[src/rtl/ram_client_arbiter.sv]
// rtl/ram_client_arbiter.sv - N-client arbiter for the shared main-memory port
// One grant at a time with enable/acknowledge handshake, address inversion, chaining and watchdog.
module ram_client_arbiter #(
    parameter int                       NUM_CLIENTS  = 4,
    parameter int                       ADDR_WIDTH   = 11,
    parameter int                       DATA_WIDTH   = 32,
    parameter int                       RR_MODE      = 0,
    parameter logic [NUM_CLIENTS-1:0]   INVERT_MASK  = '0,
    parameter logic [NUM_CLIENTS-1:0]   FOLLOW_VALID = '0,
    parameter logic [3*NUM_CLIENTS-1:0] FOLLOW_IDX   = '0,
    parameter int                       TIMEOUT      = 1024
) (
    input  logic                              CLOCK_50,
    input  logic                              resetIn,
    input  logic [NUM_CLIENTS-1:0]            req,
    output logic [NUM_CLIENTS-1:0]            enable,
    input  logic [NUM_CLIENTS-1:0]            acknowledge,
    input  logic [NUM_CLIENTS*ADDR_WIDTH-1:0] client_address,
    input  logic [NUM_CLIENTS*DATA_WIDTH-1:0] client_dataWrite,
    input  logic [NUM_CLIENTS-1:0]            client_writeEnable,
    output logic [ADDR_WIDTH-1:0]             address,
    output logic [DATA_WIDTH-1:0]             dataWrite,
    output logic                              writeEnableRam,
    output logic                              busy,
    output logic [2:0]                        grant_idx,
    output logic                              timeout_err,
    output logic [2:0]                        timeout_client,
    input  logic                              clear_err
);
    localparam int WDW = (TIMEOUT > 1) ? $clog2(TIMEOUT) : 1;

    typedef enum logic {S_IDLE, S_GRANT} state_t;

    state_t                   state;
    logic [NUM_CLIENTS-1:0]   pending;
    logic [NUM_CLIENTS-1:0]   pending_next;
    logic [NUM_CLIENTS-1:0]   cand;
    logic [2:0]               rr_ptr;
    logic [WDW-1:0]           wdog;

    logic                     win_found;
    logic [2:0]               win_idx;
    logic [NUM_CLIENTS-1:0]   win_oh;

    logic                     g_ack;
    logic [ADDR_WIDTH-1:0]    g_addr;
    logic [DATA_WIDTH-1:0]    g_data;
    logic                     g_we;
    logic                     g_fv;
    logic [2:0]               g_fi;
    logic [NUM_CLIENTS-1:0]   fol_oh;
    logic                     wd_hit;

    assign cand   = pending | req;
    assign wd_hit = (TIMEOUT != 0) && (wdog == WDW'(TIMEOUT - 1));

    // Winner search: fixed scans from index 0, round-robin scans from rr_ptr+1 with wrap.
    always_comb begin
        win_found = 1'b0;
        win_idx   = '0;
        if (RR_MODE == 0) begin
            for (int i = NUM_CLIENTS - 1; i >= 0; i--) begin
                if (cand[i]) begin
                    win_found = 1'b1;
                    win_idx   = 3'(i);
                end
            end
        end else begin
            for (int k = 1; k <= NUM_CLIENTS; k++) begin
                for (int i = 0; i < NUM_CLIENTS; i++) begin
                    if (!win_found && cand[i] && (((int'(rr_ptr) + k) % NUM_CLIENTS) == i)) begin
                        win_found = 1'b1;
                        win_idx   = 3'(i);
                    end
                end
            end
        end
    end

    always_comb begin
        g_ack  = 1'b0;
        g_addr = '0;
        g_data = '0;
        g_we   = 1'b0;
        g_fv   = 1'b0;
        g_fi   = '0;
        for (int i = 0; i < NUM_CLIENTS; i++) begin
            if (grant_idx == 3'(i)) begin
                g_ack  = acknowledge[i];
                g_addr = client_address[i*ADDR_WIDTH +: ADDR_WIDTH] ^ {ADDR_WIDTH{INVERT_MASK[i]}};
                g_data = client_dataWrite[i*DATA_WIDTH +: DATA_WIDTH];
                g_we   = client_writeEnable[i];
                g_fv   = FOLLOW_VALID[i] && (int'(FOLLOW_IDX[3*i +: 3]) < NUM_CLIENTS);
                g_fi   = FOLLOW_IDX[3*i +: 3];
            end
        end
    end

    always_comb begin
        win_oh = '0;
        fol_oh = '0;
        for (int i = 0; i < NUM_CLIENTS; i++) begin
            win_oh[i] = (win_idx == 3'(i));
            fol_oh[i] = (g_fi == 3'(i));
        end
    end

    // An arbitrated winner consumes its request; a chained target's same-cycle req survives.
    always_comb begin
        pending_next = pending | req;
        if (state == S_IDLE && win_found)
            pending_next = pending_next & ~win_oh;
        else if (state == S_GRANT && g_ack && g_fv)
            pending_next = (pending & ~fol_oh) | req;
    end

    assign address        = busy ? g_addr : '0;
    assign dataWrite      = busy ? g_data : '0;
    assign writeEnableRam = busy ? g_we   : 1'b0;

    always_ff @(posedge CLOCK_50 or posedge resetIn) begin
        if (resetIn) begin
            state          <= S_IDLE;
            enable         <= '0;
            busy           <= 1'b0;
            grant_idx      <= '0;
            pending        <= '0;
            rr_ptr         <= 3'(NUM_CLIENTS - 1);
            timeout_err    <= 1'b0;
            timeout_client <= '0;
            wdog           <= '0;
        end else begin
            pending <= pending_next;
            if (clear_err) begin
                timeout_err    <= 1'b0;
                timeout_client <= '0;
            end
            case (state)
                S_IDLE: begin
                    if (win_found) begin
                        state     <= S_GRANT;
                        busy      <= 1'b1;
                        enable    <= win_oh;
                        grant_idx <= win_idx;
                        rr_ptr    <= win_idx;
                        wdog      <= '0;
                    end
                end
                S_GRANT: begin
                    if (g_ack) begin
                        if (g_fv) begin
                            enable    <= fol_oh;
                            grant_idx <= g_fi;
                            rr_ptr    <= g_fi;
                            wdog      <= '0;
                        end else begin
                            state  <= S_IDLE;
                            busy   <= 1'b0;
                            enable <= '0;
                        end
                    end else if (wd_hit) begin
                        state          <= S_IDLE;
                        busy           <= 1'b0;
                        enable         <= '0;
                        timeout_err    <= 1'b1;
                        timeout_client <= grant_idx;
                    end else begin
                        wdog <= wdog + WDW'(1);
                    end
                end
                default: state <= S_IDLE;
            endcase
        end
    end
endmodule

[config.mk]
export PLATFORM = sky130hd
export DESIGN_NAME = ram_client_arbiter
export DESIGN_NICKNAME = d
export VERILOG_FILES = /design/src/rtl/ram_client_arbiter.sv
export SDC_FILE = /design/constraint.sdc
export NUM_CORES = 1
export LEC_CHECK = 0
export CORE_MARGIN = 1.5
export CORE_UTILIZATION = 29
export CTS_CLUSTER_DIAMETER = 200
export DETAILED_ROUTE_END_ITERATION = 6
export PLACE_DENSITY = 0.79
export REMOVE_ABC_BUFFERS = 1
export SYNTH_ARGS = -nofsm -noshare
export SYNTH_HDL_FRONTEND = slang
export SYNTH_SLANG_ARGS = --single-unit
[constraint.sdc]
create_clock -name CLOCK_50 -period 1.9 [get_ports CLOCK_50]
set_clock_uncertainty 0.05 [all_clocks]
set_input_delay 0.475 -clock CLOCK_50 [delete_from_list [all_inputs] [get_ports CLOCK_50]]
set_output_delay 0.475 -clock CLOCK_50 [all_outputs]
set_load 0.005 [all_outputs]
### Yosys cells after proc, flatten, opt, wreduce, memory -nomap -nowiden

Cells that the tools add are included.

| word-level totals | value |
|---|---|
| register bits | 27 |
| input bits | 187 |
| output and inout bits | 56 |

| operators by class | value |
|---|---|
| $add $sub $neg | 1 |
| equal/unequal tests | 11 |
| multiplexer cells | 54 |
| bitwise gates (word level) | 4 |
| reduce and logical (&&, ||, !) cells | 6 |

Operator list:

| kind | number |
|---|---|
| 2-to-1 mux 32 bit | 5 |
| 2-to-1 mux 11 bit | 5 |
| 2-to-1 mux 10 bit | 3 |
| 2-to-1 mux 1 bit | 23 |
| one-hot mux 10 bit (2 select lines) | 1 |
| 2-to-1 mux 3 bit | 6 |
| 2-to-1 mux 4 bit | 4 |
| adder 10 x 1 -> 10 bit, second input constant | 1 |
| equality test 10 bit, second input constant | 1 |
| equality test 3 x 2 -> 1 bit, second input constant | 3 |
| 2-to-1 mux 2 bit | 4 |
| one-hot mux 4 bit (2 select lines) | 1 |
| equality test 3 x 1 -> 1 bit, second input constant | 2 |
| logical NOT 3 bit | 2 |
| != test 2 bit, second input constant | 3 |
| AND 4 bit | 1 |
| inverter 4 bit | 1 |
| bitwise OR 4 bit | 1 |
| one-hot mux 1 bit (2 select lines) | 2 |
| AND reduction 2 bit | 2 |
| != test 3 x 1 -> 1 bit, second input constant | 1 |
| AND reduction 3 bit | 1 |
| equality test 2 bit, second input constant | 1 |
| logical AND 1 bit | 1 |
| inverter 1 bit | 1 |

### Depth between registers and ports, before layout

Gate-level depths: netlist of run 1.

| depth | value |
|---|---|
| word-level depth | 9 |
| mapped depth | 6 |

### Least setup slack after synthesis of run 1

No wires, ideal clock.

| timing path | value |
|---|---|
| kind | register to output |
| start point | reg grant_idx[0] |
| end point | out address[0] |
| data arrival time | 1.465 ns |
| required time | 1.375 ns |
| slack | -0.090 ns |
| cell stages (with the launch flop) | 5 |
| path buffers | 2 |
| cells stage by stage | dfrtp_1 > buf_4 > buf_4 > mux4_2 > and2_1 |

| between the ends | value |
|---|---|
| word-level cells in the longest chain between the ends | 6 |
| elaborated cells on any way between the ends | 9 |

Ends and longest elaborated chain:

| item | line | RTL |
|---|---|---|
| start, declared | 25 | `output logic [2:0] grant_idx,` |
| start signal, assigned | 144 | `grant_idx <= win_idx;` |
| start signal, assigned | 153 | `grant_idx <= g_fi;` |
| logical NOT 3 bit | 88 | `if (grant_idx == 3'(i)) begin` |
| 2-to-1 mux 11 bit (3 in series) | 88 |  |
| 2-to-1 mux 11 bit (*) | 88 |  |
| 2-to-1 mux 11 bit (*) | 117 | `assign address = busy ? g_addr : '0;` |
| end, declared | 21 | `output logic [ADDR_WIDTH-1:0] address,` |

Mark *: on every way between the ends. The rest lies on a longest branch, timed or not.

### Worst setup path after layout of run 1

| timing path | value |
|---|---|
| start point | reg grant_idx[0] |
| end point | out dataWrite[27] |

| between the ends | value |
|---|---|
| word-level cells in the longest chain between the ends | 6 |
| elaborated cells on any way between the ends | 9 |

Ends and longest elaborated chain:

| item | line | RTL |
|---|---|---|
| logical NOT 3 bit | 88 |  |
| 2-to-1 mux 32 bit (3 in series) | 88 |  |
| 2-to-1 mux 32 bit (*) | 88 |  |
| 2-to-1 mux 32 bit (*) | 118 | `assign dataWrite = busy ? g_data : '0;` |
| end, declared | 22 | `output logic [DATA_WIDTH-1:0] dataWrite,` |

Marks and branches as above.

==> results.md, run 1 <==
* Outcome: finished with violations
* Failing checks: negative setup slack
* Vias in the first global route at around 3.5k
* Clock-pin slew on the worst setup and hold paths at 80 ps
* Drc violations at 0
* # rows at 34
* Die Ht at a little under 100 um
* Die Area at between 9000 and 10000 um^2
* Nets@finish at 687
* CTS tree: done
* Pleak at 2.46 nW
* Drt total wl at 12900 um
* Yosys cell types at 47
* Switching power total at around 0.0019 W
* Setup-failing EPs final at between 60 and 70
* Comb pwr share at 78.0%
* Post-Syn Area at ~2700 um^2
* Fmax at between 400 and 500 MHz
* Drt initial violations at 89
* Worst EP arrival at 1890 ps
* Internal power at 0.00388 W
* Worst Setup EP: dataWrite[27]
* TritonCTS Buffers at 3
* Clock power share at under 10%
* Critical Path RT at 1370 ps
* Crit path from: grant_idx[0]$_DFFE_PP0P_
* Pwr/cell area at roughly 960 nW/um^2
* Setup TNS at -21860 ps
* FF-to-FF setup slack at -180 ps
* Hold depth at 1
* H-Tree Depth at 1
* Min-Delay Path Class: reg -> reg
* Max Cap Viol at 0
* R2R Path Start: grant_idx[0]$_DFFE_PP0P_
* Core area at between 8000 and 9000 um^2
* Grt ovf at 0
* CP startpoint kind: flop
* IO buf count at ~240
* Setup crit end kind: primary output
* Pin count of the biggest net entering global routing at 27
* Syn Area/Cell at about 12 um^2
* RR Endpoint: wdog[8]$_DFFE_PP0P_
* Max Slew Vio Count at 0
* Initial DRT Pass Iterations at 4
* Wire per inst at between 20 and 25 um
* Die width at around 99 um
* Critical path type: reg -> out
* FF-to-FF path depth at 9
* Final period utilization at 127%
* Share of cells above drive strength 1 at around 41%
* RSZ-0062 raised after global routing: true
* Dominant cell type by area after synthesis: mux4_2
* Switching share of power at between 30 and 40%
* Initial antenna violation count at 1
* Global-route wire length before repair at between 15000 and 20000 um
* Max IR drop VDD at between 0.5 and 0.6 mV
* Synth top area share at 37.1%
* Period minus WS final at about 2400 ps
* DRT antenna net count at 0
* Clock Tree Root: clkbuf_8
* Hold WS at ~480 ps
* Vias/cell at 5.14
* Critical Path Fanout Max at 8
* Synth Instances at 220
* Worst setup margin at -513 ps
* Syn-to-layout area delta at 124%
* Synth top area cells: mux4_2 (37%), dfrtp_1 (24%), and2_1 (10%)
* Initial Util at between 30% and 40%
* Gpl congestion at roughly 0.86
* CTS Buffer Depth at 2
* Overall routing resource usage at between 20% and 30%
* YS warnings at 0
* Fin. Hold Viols at 0
* Sequential group share of total power at between 10% and 20%
* Register area share after synthesis at about a quarter
* Clock sink total at 26
* Vias at about 3.1k
* I/O Pins at approximately 240
* Detailed placement HPWL at 10100 um
* Synthesis-stage register bit count at 26
* Worst skew pair latency at about 280 ps
## power by group through the flow
stage / Sequential [W] / Combinational, W / Clock [W]
floorplan: 0.000991 / 0.00127 / 0
global placement: 0.000773 / 0.00344 / 0
detailed placement: 0.000776 / 0.00349 / 0
CTS: 0.000803 / 0.00434 / 0.000467
global route: 0.000820 / 0.00473 / 0.000490
finish: 0.000804 / 0.00447 / 0.000460
## cell families after synthesis
logic type / share of synthesized area [%]
and+or+nand+nor: 21.6
muxes: 41.1
AOI/OAI and AO/OA: 7.77
DFF: 24.3
buffers and inverters: 4.59
adders and majority gates: 0.468
other: 0.140
## placed cells by master (no fill, tap or decap), types with 2 or more instances in the layout
master / instances
o21ai_0: 3
a31oi_4: 2
buf_6: 49
mux2i_1: 4
inv_1: 3
a21oi_1: 2
buf_16: 3
and3_1: 4
clkbuf_8: 3
clkdlybuf4s50_1: 195
nor2b_1: 3
nand2_1: 12
a22o_4: 2
nand3_4: 3
nand4_1: 3
buf_4: 13
and2_1: 15
buf_8: 3
buf_12: 9
dfrtp_2: 2
buf_2: 17
dfrtp_1: 23
mux4_2: 44
mux2_4: 4
and3b_1: 2
nand3_1: 2
nor3_1: 3
a21o_1: 2
nor2_1: 7
a31oi_1: 3
and2_4: 30
## synthesized netlist by cell type, drive strengths merged
cell,instances
nor4,1
nor3,3
o21ai,4
o21a,1
nand2b,1
inv,4
a32o,1
nand2,12
mux2i,4
a21o,3
and3b,2
and2,45
clkbuf,4
ha,1
nor2b,3
nand3,6
a221o,1
buf,13
a21oi,3
a31o,1
mux4,44
a31oi,6
a22o,3
o2bb2ai,1
nand4,4
and4,2
nor2,7
o22ai,1
o31ai,1
or2b,1
and3,5
mux2,5
dfrtp,26
conb,1
## how the worst min path moves through the flow
stage | start | endpoint | slack, ps
2_1_floorplan | wdog[4]$_DFFE_PP0P_ | wdog[4]$_DFFE_PP0P_ | 410
3_3_place_gp | enable[3]$_DFFE_PP0P_ | enable[3]$_DFFE_PP0P_ | 440
3_5_place_dp | enable[3]$_DFFE_PP0P_ | enable[3]$_DFFE_PP0P_ | 430
4_1_cts | enable[3]$_DFFE_PP0P_ | enable[3]$_DFFE_PP0P_ | 470
5_1_grt | enable[3]$_DFFE_PP0P_ | enable[3]$_DFFE_PP0P_ | 510
6_report | enable[3]$_DFFE_PP0P_ | enable[3]$_DFFE_PP0P_ | 480
## final cells by class
cell class / count / area [um^2]
tap: 108 / 135
inverter: 4 / 17.5
timing repair buffer: 291 / 3040
clock buffer: 3 / 41.3
fill: 661 / 2860
clock inverter: 1 / 30.0
sequential: 26 / 657
multi-input combinational: 173 / 2070
antenna: 1 / 2.50
## per-stage QoR
step	util (%)	setup WS, ps	total power [W]	cell area (um^2)	instances
3_5_place_dp	60.8	-684	0.00427	5380	575
4_1_cts	66.6	-549	0.00561	5890	605
5_1_grt	67.7	-557	0.00604	5990	607
3_3_place_gp	60.8	-683	0.00422	5380	575
2_1_floorplan	-	-1340	0.00227	2570	203
6_report	67.7	-513	0.00574	5990	607
## critical path, cell delays in order, from the launching register on
cell	delay, ps
dfrtp_4	570
buf_12	150
buf_6	100
mux4_2	520
and2_4	160
buf_6	100
## repair_timing
item / in CTS / in global routing
buffers inserted: 23 / 5
pin swaps: 54 / 1
endpoints found under the setup margin: 66 / 66
hold buffers: 0 / 0
gates cloned: 6 / 0
resized for setup: 263 / 31
hold endpoints to repair: 0 / 0
## flip-flops by register name, summed over array words and instances (netlist names)
signal / count
grant_idx: 2
state: 1
enable: 4
wdog: 10
timeout_client: 3
pending: 4
busy: 1
timeout_err: 1
## metal layers
metal / routed length [um] / part of all wire (%) / GRT usage (%) / vias to the layer above
li1: - / - / - / 1416
met1: 4520 / 35 / 28.0 / 1529
met2: 7050 / 55 / 50.0 / 140
met3: 821 / 6.4 / 4.68 / 32
met4: 498 / 3.9 / 9.34 / 0
met5: 0 / 0 / 0 / -
(Power assumes the default switching activity.)
==> inputs of run 2 (changes only) <==
Settings changed: SLEW_MARGIN set to 15.
==> results of run 2 <==
Final layout, timing and power as in run 1 (identical DEF).
